**src/rtl/uart_pkg.sv**
```systemverilog
// Shared definitions for the configurable UART receivers: state encoding,
// parity modes, error flag bundle and counter-width helpers.
package uart_pkg;

  localparam logic [2:0] IDLE   = 3'd0;
  localparam logic [2:0] START  = 3'd1;
  localparam logic [2:0] DATA   = 3'd2;
  localparam logic [2:0] PARITY = 3'd3;
  localparam logic [2:0] STOP   = 3'd4;

  localparam logic PAR_EVEN = 1'b0;
  localparam logic PAR_ODD  = 1'b1;

  typedef struct packed {
    logic parity_err;
    logic frame_err;
    logic brk;
  } rx_flags_t;

  function automatic int tick_cnt_width(input int oversample);
    return (oversample > 2) ? $clog2(oversample) : 1;
  endfunction

  function automatic int bit_cnt_width(input int data_bits);
    return (data_bits > 2) ? $clog2(data_bits) : 1;
  endfunction

endpackage

```
**src/rtl/uart_rx_sync.sv**
```systemverilog
// Two-flop synchroniser for an idle-high serial line; both stages preset to 1
// on reset so no false start bit is seen when reset releases.
module uart_rx_sync (
  input  logic i_clk,
  input  logic i_reset,
  input  logic i_async,
  output logic o_sync
);

  logic meta_q, meta_d;
  logic sync_q, sync_d;

  always_comb begin
    meta_d = i_async;
    sync_d = meta_q;
  end

  always_ff @(posedge i_clk) begin
    if (i_reset) begin
      meta_q <= 1'b1;
      sync_q <= 1'b1;
    end else begin
      meta_q <= meta_d;
      sync_q <= sync_d;
    end
  end

  assign o_sync = sync_q;

endmodule

```
**src/rtl/uart_rx_cfg.sv**
```systemverilog
// Parametrised UART receiver: midpoint sampling, start-glitch rejection,
// parity / framing / break / overrun reporting.
//   state  | meaning
//   IDLE   | line idle, waiting for rx low
//   START  | timing to start-bit midpoint, glitch check
//   DATA   | sampling data bits, LSB first
//   PARITY | sampling the parity bit
//   STOP   | sampling stop bit(s); last sample commits the frame
module uart_rx_cfg
  import uart_pkg::*;
#(
  parameter int DATA_BITS  = 8,
  parameter int OVERSAMPLE = 16,
  parameter int PARITY_EN  = 0,
  parameter int PARITY_ODD = 0,
  parameter int STOP_BITS  = 1
) (
  input  logic                 i_clk,
  input  logic                 i_reset,
  input  logic                 i_rx,
  input  logic                 i_bd_tick,
  output logic                 o_rx_done,
  output logic [DATA_BITS-1:0] o_data,
  output logic                 o_parity_err,
  output logic                 o_frame_err,
  output logic                 o_break,
  output logic                 o_overrun,
  input  logic                 i_rd_ack
);

  localparam int TW = tick_cnt_width(OVERSAMPLE);
  localparam int BW = bit_cnt_width(DATA_BITS);
  localparam logic [TW-1:0] TICK_MID = TW'(OVERSAMPLE / 2 - 1);
  localparam logic [TW-1:0] TICK_END = TW'(OVERSAMPLE - 1);
  localparam logic [BW-1:0] BIT_LAST = BW'(DATA_BITS - 1);
  localparam logic PAR_MODE = (PARITY_ODD != 0) ? PAR_ODD : PAR_EVEN;
  localparam logic TWO_STOP = (STOP_BITS == 2);

  logic rx;

  uart_rx_sync u_sync (
    .i_clk   (i_clk),
    .i_reset (i_reset),
    .i_async (i_rx),
    .o_sync  (rx)
  );

  logic [2:0]           state_q, state_d;
  logic [TW-1:0]        tick_q, tick_d;
  logic [BW-1:0]        bit_q, bit_d;
  logic                 stop_q, stop_d;
  logic [DATA_BITS-1:0] shift_q, shift_d;
  logic [DATA_BITS-1:0] data_q, data_d;
  rx_flags_t            cand_q, cand_d;
  rx_flags_t            flags_q, flags_d;
  logic                 done_q, done_d;
  logic                 pending_q, pending_d;
  logic                 overrun_q, overrun_d;
  logic                 sample_end;
  logic                 commit;

  assign sample_end = i_bd_tick && (tick_q == TICK_END);

  always_comb begin
    state_d = state_q;
    tick_d  = tick_q;
    bit_d   = bit_q;
    stop_d  = stop_q;
    shift_d = shift_q;
    cand_d  = cand_q;
    commit  = 1'b0;
    if (i_bd_tick && (state_q != IDLE)) tick_d = tick_q + TW'(1);
    case (state_q)
      IDLE: begin
        if (!rx) begin
          state_d = START;
          tick_d  = '0;
        end
      end
      START: begin
        if (i_bd_tick && (tick_q == TICK_MID)) begin
          state_d = rx ? IDLE : DATA;
          tick_d  = '0;
          bit_d   = '0;
        end
      end
      DATA: begin
        if (sample_end) begin
          tick_d  = '0;
          shift_d = {rx, shift_q[DATA_BITS-1:1]};
          bit_d   = bit_q + BW'(1);
          if (bit_q == BIT_LAST) begin
            state_d = (PARITY_EN != 0) ? PARITY : STOP;
            stop_d  = 1'b0;
            cand_d  = '0;
          end
        end
      end
      PARITY: begin
        if (sample_end) begin
          tick_d            = '0;
          cand_d.parity_err = ^shift_q ^ rx ^ PAR_MODE;
          state_d           = STOP;
        end
      end
      STOP: begin
        if (sample_end) begin
          tick_d = '0;
          if (!rx) cand_d.frame_err = 1'b1;
          if (!stop_q) cand_d.brk = !rx && (shift_q == '0);
          // Leave mid-stop-bit so a back-to-back start edge is not missed.
          if (!TWO_STOP || stop_q) begin
            state_d = IDLE;
            commit  = 1'b1;
          end else begin
            stop_d = 1'b1;
          end
        end
      end
      default: state_d = IDLE;
    endcase
  end

  always_comb begin
    done_d    = commit;
    data_d    = data_q;
    flags_d   = flags_q;
    pending_d = pending_q;
    overrun_d = overrun_q;
    if (commit) begin
      data_d  = shift_q;
      flags_d = cand_d;
    end
    // An ack in the commit cycle consumes the previous word, not the new one.
    if (done_q) begin
      pending_d = 1'b1;
      if (pending_q && !i_rd_ack) overrun_d = 1'b1;
    end else if (i_rd_ack) begin
      pending_d = 1'b0;
    end
  end

  always_ff @(posedge i_clk) begin
    if (i_reset) begin
      state_q   <= IDLE;
      tick_q    <= '0;
      bit_q     <= '0;
      stop_q    <= 1'b0;
      shift_q   <= '0;
      data_q    <= '0;
      cand_q    <= '0;
      flags_q   <= '0;
      done_q    <= 1'b0;
      pending_q <= 1'b0;
      overrun_q <= 1'b0;
    end else begin
      state_q   <= state_d;
      tick_q    <= tick_d;
      bit_q     <= bit_d;
      stop_q    <= stop_d;
      shift_q   <= shift_d;
      data_q    <= data_d;
      cand_q    <= cand_d;
      flags_q   <= flags_d;
      done_q    <= done_d;
      pending_q <= pending_d;
      overrun_q <= overrun_d;
    end
  end

  assign o_rx_done    = done_q;
  assign o_data       = data_q;
  assign o_parity_err = flags_q.parity_err;
  assign o_frame_err  = flags_q.frame_err;
  assign o_break      = flags_q.brk;
  assign o_overrun    = overrun_q;

endmodule

```
**config.mk**
```make
export PLATFORM = sky130hd
export DESIGN_NAME = uart_rx_cfg
export DESIGN_NICKNAME = d
export VERILOG_FILES = /design/src/rtl/uart_pkg.sv /design/src/rtl/uart_rx_sync.sv /design/src/rtl/uart_rx_cfg.sv
export SDC_FILE = /design/constraint.sdc
export NUM_CORES = 1
export LEC_CHECK = 0
export ABC_AREA = 1
export CORE_ASPECT_RATIO = 0.7
export CORE_MARGIN = 10
export CORE_UTILIZATION = 30
export DETAILED_ROUTE_END_ITERATION = 16
export DONT_BUFFER_PORTS = 1
export PLACE_DENSITY = 0.47
export SLEW_MARGIN = 30
export SYNTH_ARGS = -nofsm -noshare
export SYNTH_HDL_FRONTEND = slang
export SYNTH_SLANG_ARGS = --single-unit
```
**constraint.sdc**
```tcl
create_clock -name i_clk -period 1.5 [get_ports i_clk]
set_input_delay 0.075 -clock i_clk [delete_from_list [all_inputs] [get_ports i_clk]]
set_output_delay 0.075 -clock i_clk [all_outputs]
set_load 0.1 [all_outputs]
```
### Yosys cells after proc, flatten, opt, wreduce, memory -nomap -nowiden

Index checks and enable logic that the tools add are counted.

* register bits: 37
* bits of input ports: 5
* output and inout port bits: 13

* $add $sub $neg: 2
* eq/ne operators: 13
* multiplexer cells: 27
* bitwise operators: 1
* reduce and logical (&&, ||, !) cells: 18

Operators with widths (number)
* $mux 3: 10
* $mux 4: 4
* $pmux 3 s5: 1
* $ne 2x2->1 const B: 6
* $pmux 4 s3: 1
* $logic_not 8->1: 1
* $reduce_xor 8->1: 1
* $eq 3x2->1 const B: 2
* $eq 3x3->1 const B: 2
* $mux 1: 6
* $pmux 3 s2: 1
* $reduce_and 6->1: 1
* $logic_and 1x1->1: 5
* $add 4x1->4 const B: 1
* $eq 4x3->1 const B: 1
* $eq 4x4->1 const B: 1
* $mux 2: 2
* $pmux 2 s2: 1
* $reduce_and 2->1: 2
* $reduce_bool 2->1: 2
* $add 3x1->3 const B: 1
* $eq 3x1->1 const B: 1
* $logic_not 3->1: 1
* $reduce_and 3->1: 1
* 5 further kinds: 6

### Longest topological paths before layout

Gate-level depths: netlist of the first run.

* word-level depth: 5
* mapped depth: 12
* depth with buffers taken out: 12

### Modules after synthesis

Synthesis of the first run repeated with hierarchy kept, for this count alone.

* cell total of the unflattened synthesis: 212
* area total of the unflattened synthesis: 1786.7 sq um

Modules (own cells, without submodules)
* uart_rx_cfg: instances 1, cells an instance 205, area an instance 1727.9 sq um
* uart_rx_sync: instances 1, cells an instance 7, area an instance 58.8 sq um

### Least setup slack after synthesis of the first run

No wires, ideal clock.

* kind: flip-flop to flip-flop
* start: register tick_q[0]
* end: register flags_q, in the netlist o_break
* arrival: 1300 ps
* data required time: 1391 ps
* slack: 91 ps
* stages on the path, launching flop included: 9
* path buffers: 0
* period minus slack after synthesis: 1409 ps
* cell sequence: dfxtp_1 ha_1 nand4_4 clkinv_2 or2_2 nand3_1 nand3_1 nand2_1 inv_1

* cells in the longest elaborated chain, start to end: 4
* elaborated cells between the ends (all ways): 7
* classes of those cells: eq/ne (1); mux (5); reduce/logical (1)

Ends and longest elaborated chain
* start, declared: RTL line uart_rx_cfg.sv:49 `logic [TW-1:0] tick_q, tick_d;`
* start signal, assigned: RTL line uart_rx_cfg.sv:158 `tick_q <= tick_d;`
* $eq 4x4->1 *: RTL line uart_rx_cfg.sv:62 `assign sample_end = i_bd_tick && (tick_q == TICK_END);`
* $logic_and 1x1->1 *: RTL line uart_rx_cfg.sv:62
* $mux 2 (tied with other cells): RTL line uart_rx_cfg.sv:107 `if (sample_end) begin`
* $pmux 2 s2 or $mux 1 (tied branches): RTL line uart_rx_cfg.sv:73 `case (state_q)`
* end signal, assigned: RTL line uart_rx_cfg.sv:164 `flags_q <= flags_d;`
* end, declared: RTL line uart_rx_cfg.sv:55 `rx_flags_t flags_q, flags_d;`

Mark *: on every way between the ends. The rest lies on a longest branch, timed or not.
A chain may end at the register's enable or synchronous reset.

### Final worst setup path of the first run

* start: register tick_q[1]
* end: register flags_q, in the netlist o_break

Same word-level chain as after synthesis.

==> impl_results.md, run 1 <==
* Post-synth net total at 232
* Final-layout fill cell count at 579
* Most frequent cell after synthesis: sky130_fd_sc_hd__dfxtp_1
* Vertical extent of the die at 82.8 um
* Portion of the post-synthesis area used by sequential elements at 43.9%
* Maximum number of pins on one net before global-route repair at 23
* Number of levels in the clock H-tree at 2
* Maximum net fanout on the critical path at 6
* Total grt overflow at 0
* Final antenna diode count at 0
* Final #Nets at 262
* Portion of synthesized cell area occupied by the leading cell type at 43.9%
* Worst Setup Path Type: register to register
* MaxCap Viol Count at 0
* Number of buffers between clock root and the deepest sink at 2
* Worst skew pair latency at 0.28 ns
* Tightest slew margin relative to the limit at 67.3%
* # rows at 22
* Hold Vio Cnt, Final at 0
* Power per cell area at 1220 nW/um2
* Series of cell instances along the critical path: ha_2 > nand4_4 > clkinv_4 > or2_2 > nand3_1 > nand3_1 > nand2_1 > inv_1
* Peak supply drop at 0.636 mV
* Floorplan Core Area at 5340 um2
* Distinct cell type count after synthesis at 27
* Netlist area before placement at 1690 um2
* Cell accounting for the most synthesized area: sky130_fd_sc_hd__dfxtp_1
* Weighted congestion at the end of routability-driven global placement at 0.781
* Post-synth EDFFs at 0
* Result of the run: complete, no violations
* Lkg Pwr at 0.938 nW
* Minimum clock period after layout at 1.40 ns
* Area grow syn2layout at 27.7%
* Number of synthesized register bits at 37
* Number of global-route vias before repair at 1,292
* Layout Skew at 0.00506 ns
* Setup repair after global routing missed its margin: false
* Hpwl dp at 2800 um
* Synth warnings at 0
* Clock sink total at 37
* Total via count in the routed design at 1,400
* Crit path max-delay cell type: sky130_fd_sc_hd__dfxtp_2
* Top post-synthesis cells by count: sky130_fd_sc_hd__dfxtp_1, sky130_fd_sc_hd__nand2_1, sky130_fd_sc_hd__inv_1
* Routed wire length per instance at 11.6 um
* Largest stage delay on the critical path at 0.32 ns
* Cell area reported after detailed placement at 1960 um2
* Actual slew at the worst max-slew pin at 0.489 ns
* 1st-pass router iterations at 4
* Final core utilization at 40.4%
* Synth Area per Inst at 7.71 um2
* Setup crit start kind: register
* HP Class: input port to register
* Clock buffers created by TritonCTS at 5
* GRT Resource Usage Total at 8.77%
* Period utilisation layout at 93.1%
* Per-cell via count in the routed design at 4.36
* Sort of element at the end of the critical path: register
* Share of synthesized registers carrying an async set or reset at 0%
* Antenna violations before repair at 0
* DP Cell Count at 311
* Port buffer count at 0
* Die Outline Area at 9080 um2
* Fraction of final layout cells sized beyond drive strength 1 at 26.1%
* CTS tree: built
* Wire length of the first global-routing pass at 6230 um
* Remaining antenna violation count after routing at 0
* Drc violations at 0
* Maximum frequency from static timing analysis at 716 MHz
* Number of instances in the synthesized netlist at 219
* Die X at 110 um
* Most used flip-flop cell after synthesis: sky130_fd_sc_hd__dfxtp_1
* Setup Fix Bufs, Post-CTS at 0
* Initial DRC Count at 54
* Total power consumption of the routed design at 2.62 mW
* Post-route non-filler standard cell count at 321
* Slew Limit Fails at 0
* Worst endpoint required time at 1.69 ns
* Total Routed Length at 3720 um
* Clock transition at the register clock pins on the worst setup and hold paths after CTS at 0.07 ns
* Initial Utilization at 31.6%
* Dominant cells by area after synthesis: sky130_fd_sc_hd__dfxtp_1, sky130_fd_sc_hd__o21ai_0, sky130_fd_sc_hd__a21oi_1, sky130_fd_sc_hd__nand2_1, sky130_fd_sc_hd__inv_1
* Clock Tree Root: sky130_fd_sc_hd__clkbuf_8
* Post-route cell area at 2160 um2
* Final setup vio count at 0
* Sum Neg Setup Slack at 0 ns
* Arrival time at the worst endpoint at 1.58 ns
* Total I/O pin count at 18
* Most prevalent standard cell on the critical path: sky130_fd_sc_hd__nand3_1
-- cells in the final DEF (no fill, tap or decap), drive strengths merged --
cell,Yosys,final
a21oi,25,25
buf,3,26
bufinv,0,1
clkbuf,3,5
clkinv,2,3
dfxtp,37,37
dlygate4sd3,0,3
ha,8,8
inv,31,31
mux2i,1,1
nand2,34,34
nand3,8,8
nand4,4,4
nor2,25,25
nor3,2,2
o211ai,1,1
o21ai,28,28
o22ai,1,1
or2,3,3
xnor2,1,1
xor2,2,2
-- sequential cells by signal, summed over array words and instances (netlist names), 3 cells and up --
| signal | cells |
|---|---|
| cand_q | 3 |
| bit_q | 3 |
| tick_q | 4 |
| shift_q | 8 |
| o_data | 8 |
| state_q | 3 |
-- report_power, final --
group	total [mW]	switching (mW)	internal, mW	leakage [nW]
Clock	0.818	0.335	0.483	0.0540
Combinational	0.680	0.450	0.231	0.583
Sequential	1.12	0.0803	1.04	0.301
Total	2.62	0.865	1.76	0.938
-- final timing paths --
kind / from / cells past startpoint / slack [ns] / endpoint
setup / recovery: tick_q[1] / 8 / 0.10 / o_break
hold / removal: i_reset / 3 / 0.07 / tick_q[0]
setup reg to reg: tick_q[1] / 8 / 0.10 / o_break
hold reg to reg: u_sync.meta_q / 1 / 0.41 / u_sync.o_sync
-- area by class of cell --
class | count | area, um2 | area share [%]
sequential | 37 | 747 | 34.6
tap | 72 | 90.1 | 4.18
clock buffer | 5 | 68.8 | 3.19
inverter | 33 | 130 | 6.03
timing repair buffer | 29 | 250 | 11.6
clock inverter | 2 | 35.0 | 1.62
multi-input combinational | 143 | 836 | 38.7
-- metrics by stage --
step | hold slack, ns | worst slack, ns
floorplan | 0.179 | 0.0911
global placement | 0.149 | -0.0643
detailed placement | 0.152 | -0.0442
CTS | 0.0577 | 0.0149
global route | 0.0942 | 0.000894
finish | 0.0730 | 0.103
-- critical path, delay by kind of cell (launching register included) --
family / cells / cell delay (ns)
adder cells (fa/ha/maj): 1 / 0.20
AND/OR/NAND/NOR: 5 / 0.66
flip-flops: 1 / 0.32
buffers and inverters: 2 / 0.13
-- timing repair --
item,CTS,global route
setup endpoints to repair,4,21
pin swaps,0,3
hold buffers,3,0
endpoints found under the hold margin,12,0
gates resized for setup,3,18
-- cell families after synthesis --
logic type | after synthesis | share of synthesized area [%]
adders and majority gates | 8 | 5.93
DFF | 37 | 43.9
muxes | 1 | 0.593
and+or+nand+nor | 76 | 21.0
xor gates and xnor gates | 3 | 1.56
buffers and inverters | 39 | 9.93
AOI/OAI and AO/OA | 55 | 17.1
-- per-layer routing --
metal | part of all wire (%) | wire [um] | GRT usage (%)
met1 | 58 | 2140 | 12.9
met2 | 34 | 1250 | 10.4
met5 | 0 | 0 | 0
met4 | 0.97 | 36 | 3.11
met3 | 7.7 | 286 | 4.09
(Power assumes the default switching activity.)
==> inputs of run 2 (changes only) <==
- CORE_UTILIZATION: 30 -> 40
- PLACE_DENSITY: 0.47 -> 0.58
- clock period: 1.5 -> 1.1 ns (I/O delays scaled with it)
==> impl_results.md, run 2 (synthesis gave the netlist of run 1 again) <==
* Logic depth of the worst setup path including buffers at 8 (unchanged)
* Highest metal layer used by the detailed router: met4 (unchanged)
* Met3 wirelength from detailed routing at 245 um (was 286 um)
* Most common library cell in the layout ignoring fill and taps: sky130_fd_sc_hd__buf_4 (was sky130_fd_sc_hd__dfxtp_1)
* Final setup vio count at 33 (was 0)
* Number of buffers between clock root and the deepest sink at 2 (unchanged)
* Largest stage delay on the critical path at 0.36 ns (was 0.32 ns)
* Maximum frequency from static timing analysis at 714 MHz (was 716 MHz)
* Post-CTS Hold Buffers at 1 (was 3)
* Total Routed Length at 4800 um (was 3720 um)
* Antenna violations before repair at 0 (unchanged)
* Final antenna diode count at 0 (unchanged)
* Drc violations at 0 (unchanged)
* Arrival time at the worst endpoint at 1.60 ns (was 1.58 ns)
* # rows at 19 (was 22)
* HP Class: input port to register (unchanged)
* Initial Utilization at 42.3% (was 31.6%)
* Total grt overflow at 0 (unchanged)
* Per-cell via count in the routed design at 4.95 (was 4.36)
* Vertical extent of the die at 74.4 um (was 82.8 um)
* Routed wire length per instance at 14.6 um (was 11.6 um)
* Total I/O pin count at 18 (unchanged)
* Number of global-route vias before repair at 1,644 (was 1,292)
* Maximum number of pins on one net before global-route repair at 18 (was 23)
* Final core utilization at 67.9% (was 40.4%)
* Post-route cell area at 2710 um2 (was 2160 um2)
* Final-layout fill cell count at 280 (was 579)
* Series of cell instances along the critical path: ha_4 > nand4_4 > clkinv_4 > or2_4 > nand3_4 > nand3_1 > nand2_1 > inv_1 (was ha_2 > nand4_4 > clkinv_4 > or2_2 > nand3_1 > nand3_1 > nand2_1 > inv_1)
* Cell area reported after detailed placement at 2240 um2 (was 1960 um2)
* Port buffer count at 0 (unchanged)
* Area grow syn2layout at 60.5% (was 27.7%)
* Hold Vio Cnt, Final at 12 (was 0)
* Slew Limit Fails at 0 (unchanged)
* Tightest slew margin relative to the limit at 76.4% (was 67.3%)
* Die X at 97.7 um (was 110 um)
* Fraction of final layout cells sized beyond drive strength 1 at 61.7% (was 26.1%)
* Top library cells by usage in the layout, fill and taps aside: sky130_fd_sc_hd__buf_4, sky130_fd_sc_hd__nand2_1, sky130_fd_sc_hd__dfxtp_2, sky130_fd_sc_hd__nor2_1 (was sky130_fd_sc_hd__dfxtp_1, sky130_fd_sc_hd__nand2_1, sky130_fd_sc_hd__inv_1, sky130_fd_sc_hd__a21oi_1, sky130_fd_sc_hd__buf_4)
* Floorplan Core Area at 3990 um2 (was 5340 um2)
* CTS tree: built (unchanged)
* Detailed route wirelength on metal2 at 2240 um (was 1250 um)
* Worst skew pair latency at 0.30 ns (was 0.28 ns)
* Actual slew at the worst max-slew pin at 0.353 ns (was 0.489 ns)
* Peak supply drop at 0.943 mV (was 0.636 mV)
* Initial DRC Count at 68 (was 54)
* Crit path max-delay cell type: sky130_fd_sc_hd__dfxtp_4 (was sky130_fd_sc_hd__dfxtp_2)
* Power per cell area at 1630 nW/um2 (was 1220 nW/um2)
* Layout Skew at 0.00386 ns (was 0.00506 ns)
* Result of the run: complete, but fails checks (was complete, no violations)
* Instance count along the most critical hold path at 1 (was 3)
* Violated checks: negative hold slack, negative setup slack
* Hpwl dp at 3120 um (was 2800 um)
* Lkg Pwr at 1.12 nW (was 0.938 nW)
* Final #Nets at 289 (was 262)
* Weighted congestion at the end of routability-driven global placement at 0.835 (was 0.781)
* 1st-pass router iterations at 4 (unchanged)
* GRT Resource Usage Total at 13.0% (was 8.77%)
* Buffers & Inverters on Critical Path at 2 (unchanged)
* Wire length of the first global-routing pass at 7600 um (was 6230 um)
* Tightest hold margin at -0.206 ns (was 0.0730 ns)
* Setup repair after global routing missed its margin: true (was false)
* Worst Setup Path Type: register to register (unchanged)
* Post-route setup slack at -0.301 ns (was 0.103 ns)
* Clock sink total at 37 (unchanged)
* Maximum net fanout on the critical path at 6 (unchanged)
* Clock Tree Root: sky130_fd_sc_hd__clkbuf_8 (unchanged)
* Die Outline Area at 7260 um2 (was 9080 um2)
* Setup crit start kind: register (unchanged)
* Period utilisation layout at 127% (was 93.1%)
* MaxCap Viol Count at 0 (unchanged)
* Largest delay contributor family on the critical path: simple AND/OR/NAND/NOR gates (unchanged)
* Total via count in the routed design at 1,629 (was 1,400)
* Number of levels in the clock H-tree at 2 (unchanged)
* Minimum clock period after layout at 1.40 ns (about the same)
* Reg2reg path depth at 8 (unchanged)
* Sum Neg Setup Slack at -6.50 ns (was 0 ns)
* Detailed-routing wirelength on met1 at 2230 um (was 2140 um)
* Clock transition at the register clock pins on the worst setup and hold paths after CTS at 0.08 ns (was 0.07 ns)
* Sort of element at the end of the critical path: register (unchanged)
* Remaining antenna violation count after routing at 0 (unchanged)
* Clock buffers created by TritonCTS at 5 (unchanged)
* Total power consumption of the routed design at 4.42 mW (was 2.62 mW)
* Worst endpoint required time at 1.30 ns (was 1.69 ns)
[run 2: cell count changes in the layout (fill, tap and decap cells not counted), sizes merged]
cell	previous run	this run
buf	26	54
clkbuf	5	7
clkinv	3	1
dlygate4sd3	3	1
inv	31	33
[run 2: area by class of cell]
cell class	count	area, um2	share of cell area [%]
Clock buffer	6	93.8	3.46
Clock inverter	2	38.8	1.43
Inverter	33	146	5.40
Multi-Input combinational cell	143	1090	40.4
Sequential cell	37	785	28.9
Tap cell	52	65.1	2.40
Timing Repair Buffer	56	488	18.0
[run 2: timing repair]
| item | 4_1_cts | 5_1_grt |
|---|---|---|
| pin swaps | 15 | 21 |
| resized for setup | 40 | 44 |
| buffers inserted | 3 | 3 |
| gates cloned | 1 | 1 |
| endpoints found under the setup margin | 32 | 33 |
| endpoints found under the hold margin | 12 | 12 |
[run 2: through the flow]
stage,worst slack (ns),cells,hold WS (ns)
detailed placement,-0.288,312,0.121
finish,-0.301,329,-0.206
CTS,-0.242,325,-0.200
global placement,-0.219,312,0.121
global route,-0.388,329,-0.215
floorplan,-0.130,219,0.159
[run 2: power by group]
| part | leakage [nW] | total [mW] | switching [mW] | internal [mW] |
|---|---|---|---|---|
| registers | 0.314 | 1.57 | 0.129 | 1.44 |
| clock network | 0.0669 | 1.37 | 0.547 | 0.822 |
| logic | 0.743 | 1.48 | 0.862 | 0.622 |
[run 2: worst paths after layout]
path / slack, ns / startpoint / end
min: -0.21 / i_reset / o_rx_done
max: -0.30 / tick_q[0] / o_break
min reg2reg: 0.42 / u_sync.meta_q / u_sync.o_sync
max reg2reg: -0.30 / tick_q[0] / o_break
[run 2: metal layers]
layer / vias to the layer above / GRT usage (%)
li1: 823 / -
met1: 773 / 15.5
met5: - / 0
met4: 0 / 6.27
met3: 6 / 4.35
met2: 27 / 21.0
==> inputs of run 3 (changes only) <==
- PLACE_DENSITY: 0.58 -> 0.56
- clock period: 1.1 -> 1.4 ns (I/O delays scaled with it)
==> impl_results.md, run 3 (synthesis gave the netlist of run 1 again) <==
* Result of the run: complete, but fails checks (unchanged)
* Violated checks: negative hold slack (was negative hold slack, negative setup slack)
* Net switching power of the design at 1.00 mW (was 1.54 mW)
* Pre-CTS WS at -0.0672 ns (was -0.288 ns)
* MaxCap Viol Count at 0 (unchanged)
* Power per cell area at 1240 nW/um2 (was 1630 nW/um2)
* Crit path max-delay cell type: sky130_fd_sc_hd__dfxtp_2 (was sky130_fd_sc_hd__dfxtp_4)
* Initial Utilization at 42.3% (unchanged)
* Lkg Pwr at 1.02 nW (was 1.12 nW)
* Tightest hold margin at -0.160 ns (was -0.206 ns)
* Clock Tree Root: sky130_fd_sc_hd__clkbuf_8 (unchanged)
* Series of cell instances along the critical path: ha_4 > nand4_4 > buf_6 > nor2_4 > buf_6 > buf_4 > a21oi_1 (was ha_4 > nand4_4 > clkinv_4 > or2_4 > nand3_4 > nand3_1 > nand2_1 > inv_1)
* Final antenna diode count at 0 (unchanged)
* Largest stage delay on the critical path at 0.35 ns (was 0.36 ns)
* Maximum frequency from static timing analysis at 720 MHz (was 714 MHz)
* Part of the total power dissipated in combinational logic at 32.6% (was 33.5%)
* Post-route setup slack at 0.0113 ns (was -0.301 ns)
* Vertical extent of the die at 74.4 um (unchanged)
* Total I/O pin count at 18 (unchanged)
* Setup repair after global routing missed its margin: true (unchanged)
* Post-route cell area at 2350 um2 (was 2710 um2)
* Die X at 97.7 um (unchanged)
* Post-CTS Hold Buffers at 5 (was 1)
* Reg2reg path depth at 7 (was 8)
* Initial DRC Count at 63 (was 68)
* Final-layout fill cell count at 340 (was 280)
* Peak supply drop at 0.672 mV (was 0.943 mV)
* # rows at 19 (unchanged)
* HP Class: input port to register (unchanged)
* Fraction of power spent switching nets at 34.4% (was 34.8%)
* Floorplan Core Area at 3990 um2 (unchanged)
* DP Cell Count at 303 (was 312)
* Layout Skew at 0.00195 ns (was 0.00386 ns)
* Actual slew at the worst max-slew pin at 0.282 ns (was 0.353 ns)
* Final #Nets at 279 (was 289)
* Number of levels in the clock H-tree at 2 (unchanged)
* Hold-critical path endpoint: bit_q[2] (was o_rx_done)
* Clock sink total at 37 (unchanged)
* Hpwl dp at 2660 um (was 3120 um)
* Number of buffers between clock root and the deepest sink at 2 (unchanged)
* Maximum net fanout on the critical path at 12 (was 6)
* Antenna violations before repair at 0 (unchanged)
* Top library cells by usage in the layout, fill and taps aside: sky130_fd_sc_hd__buf_4, sky130_fd_sc_hd__nand2_1, sky130_fd_sc_hd__a21oi_1, sky130_fd_sc_hd__dfxtp_1, sky130_fd_sc_hd__inv_1 (was sky130_fd_sc_hd__buf_4, sky130_fd_sc_hd__nand2_1, sky130_fd_sc_hd__dfxtp_2, sky130_fd_sc_hd__nor2_1)
* Port buffer count at 0 (unchanged)
* Area grow syn2layout at 39.3% (was 60.5%)
* Worst skew pair latency at 0.29 ns (was 0.30 ns)
* Clock buffers created by TritonCTS at 5 (unchanged)
* Routed wire length per instance at 12.0 um (was 14.6 um)
* Final setup vio count at 0 (was 33)
* Start of the worst register-to-register path: tick_q[1] (was tick_q[0])
* Tightest slew margin relative to the limit at 81.2% (was 76.4%)
* Reg-to-Reg End: shift_q[3] (was o_break)
* Period utilisation layout at 99.2% (was 127%)
* Weighted congestion at the end of routability-driven global placement at 0.804 (was 0.835)
* Cell area reported after detailed placement at 2000 um2 (was 2240 um2)
* Fraction of final layout cells sized beyond drive strength 1 at 41.0% (was 61.7%)
* Buffers & Inverters on Critical Path at 3 (was 2)
* Total Routed Length at 3820 um (was 4800 um)
* Arrival time at the worst endpoint at 1.57 ns (was 1.60 ns)
* Clock transition at the register clock pins on the worst setup and hold paths after CTS at 0.07 ns (was 0.08 ns)
* Most common library cell in the layout ignoring fill and taps: sky130_fd_sc_hd__buf_4 (unchanged)
* Largest delay contributor family on the critical path: buffers and inverters (was simple AND/OR/NAND/NOR gates)
* Most prevalent standard cell on the critical path: sky130_fd_sc_hd__buf_6
* Power Internal at 1.91 mW (was 2.89 mW)
* Drc violations at 0 (unchanged)
* Worst endpoint required time at 1.58 ns (was 1.30 ns)
* Hold Vio Cnt, Final at 8 (was 12)
* Remaining antenna violation count after routing at 0 (unchanged)
* Flop pwr share at 41.5% (was 35.5%)
* Worst Setup Path Type: register to register (unchanged)
* GRT Resource Usage Total at 10.7% (was 13.0%)
* 1st-pass router iterations at 4 (unchanged)
* Setup crit start kind: register (unchanged)
* Launch instance of the worst min-delay path: i_reset (unchanged)
* Instance count along the most critical hold path at 1 (unchanged)
* Setup slack of the worst register-to-register path at 0.01 ns (was -0.30 ns)
* Die Outline Area at 7260 um2 (unchanged)
* Wire length of the first global-routing pass at 6460 um (was 7600 um)
* Sort of element at the end of the critical path: register (unchanged)
* Per-cell via count in the routed design at 4.69 (was 4.95)
* Total grt overflow at 0 (unchanged)
* Post-route non-filler standard cell count at 318 (was 329)
* Slew Limit Fails at 0 (unchanged)
* Maximum number of pins on one net before global-route repair at 23 (was 18)
* Minimum clock period after layout at 1.39 ns (was 1.40 ns)
* CTS tree: built (unchanged)
* Number of global-route vias before repair at 1,387 (was 1,644)
* Part of the power in the clock network at 25.9% (was 30.9%)
* Total via count in the routed design at 1,493 (was 1,629)
==> run 3: routing by layer <==
metal  share of wire, %  GRT usage [%]
met1                 55           14.5
met2                 38           14.5
met3                6.1           5.00
met4                1.0           3.70
met5                  0              0
==> run 3: power by group through the flow <==
stage               registers [mW]  clock network, mW  logic [mW]
floorplan                     1.19                  0       0.557
global placement              1.19                  0       0.833
detailed placement            1.19                  0       0.833
CTS                           1.17              0.776       0.852
global route                  1.22              0.821        1.09
finish                        1.21              0.755       0.951
==> run 3: worst max path at each step <==
stage,start,endpoint,slack (ns),cells past startpoint
detailed placement,bit_q[0],o_break,-0.07,9
global route,tick_q[1],o_frame_err,-0.08,7
CTS,shift_q[2],o_parity_err,0.002,10
floorplan,tick_q[0],o_parity_err,0.02,9
global placement,tick_q[0],o_break,-0.05,8
finish,tick_q[1],shift_q[3],0.01,7
==> run 3: final cells by class <==
| class | instances | area (um2) | area share, % |
|---|---|---|---|
| multi-input cells | 143 | 940 | 39.9 |
| flip-flops and latches | 37 | 758 | 32.2 |
| repair buffers | 46 | 365 | 15.5 |
| inverters | 33 | 138 | 5.85 |
| clock buffers | 7 | 86.3 | 3.67 |
| well taps | 52 | 65.1 | 2.77 |
==> run 3: what timing repair did <==
item | 4_1_cts | 5_1_grt
pin swaps | 2 | 13
endpoints found under the setup margin | 18 | 30
endpoints found under the hold margin | 12 | 8
resized for setup | 12 | 56
buffers inserted | 1 | 2
==> run 3: per-stage QoR <==
step	utilization, %	TNS, ns	power, mW
3_5_place_dp	50.1	-0.257	2.02
6_report	58.9	0	2.91
4_1_cts	55.3	0	2.80
2_1_floorplan	-	0	1.75
5_1_grt	58.9	-1.24	3.13
3_3_place_gp	50.1	-0.242	2.02
==> run 3: worst register-to-register path: stages (launching register included) <==
cell and delay [ns]:
sky130_fd_sc_hd__dfxtp_2 0.35, sky130_fd_sc_hd__ha_4 0.16, sky130_fd_sc_hd__nand4_4 0.14, sky130_fd_sc_hd__buf_6 0.15
sky130_fd_sc_hd__nor2_4 0.13, sky130_fd_sc_hd__buf_6 0.16, sky130_fd_sc_hd__buf_4 0.12, sky130_fd_sc_hd__a21oi_1 0.06
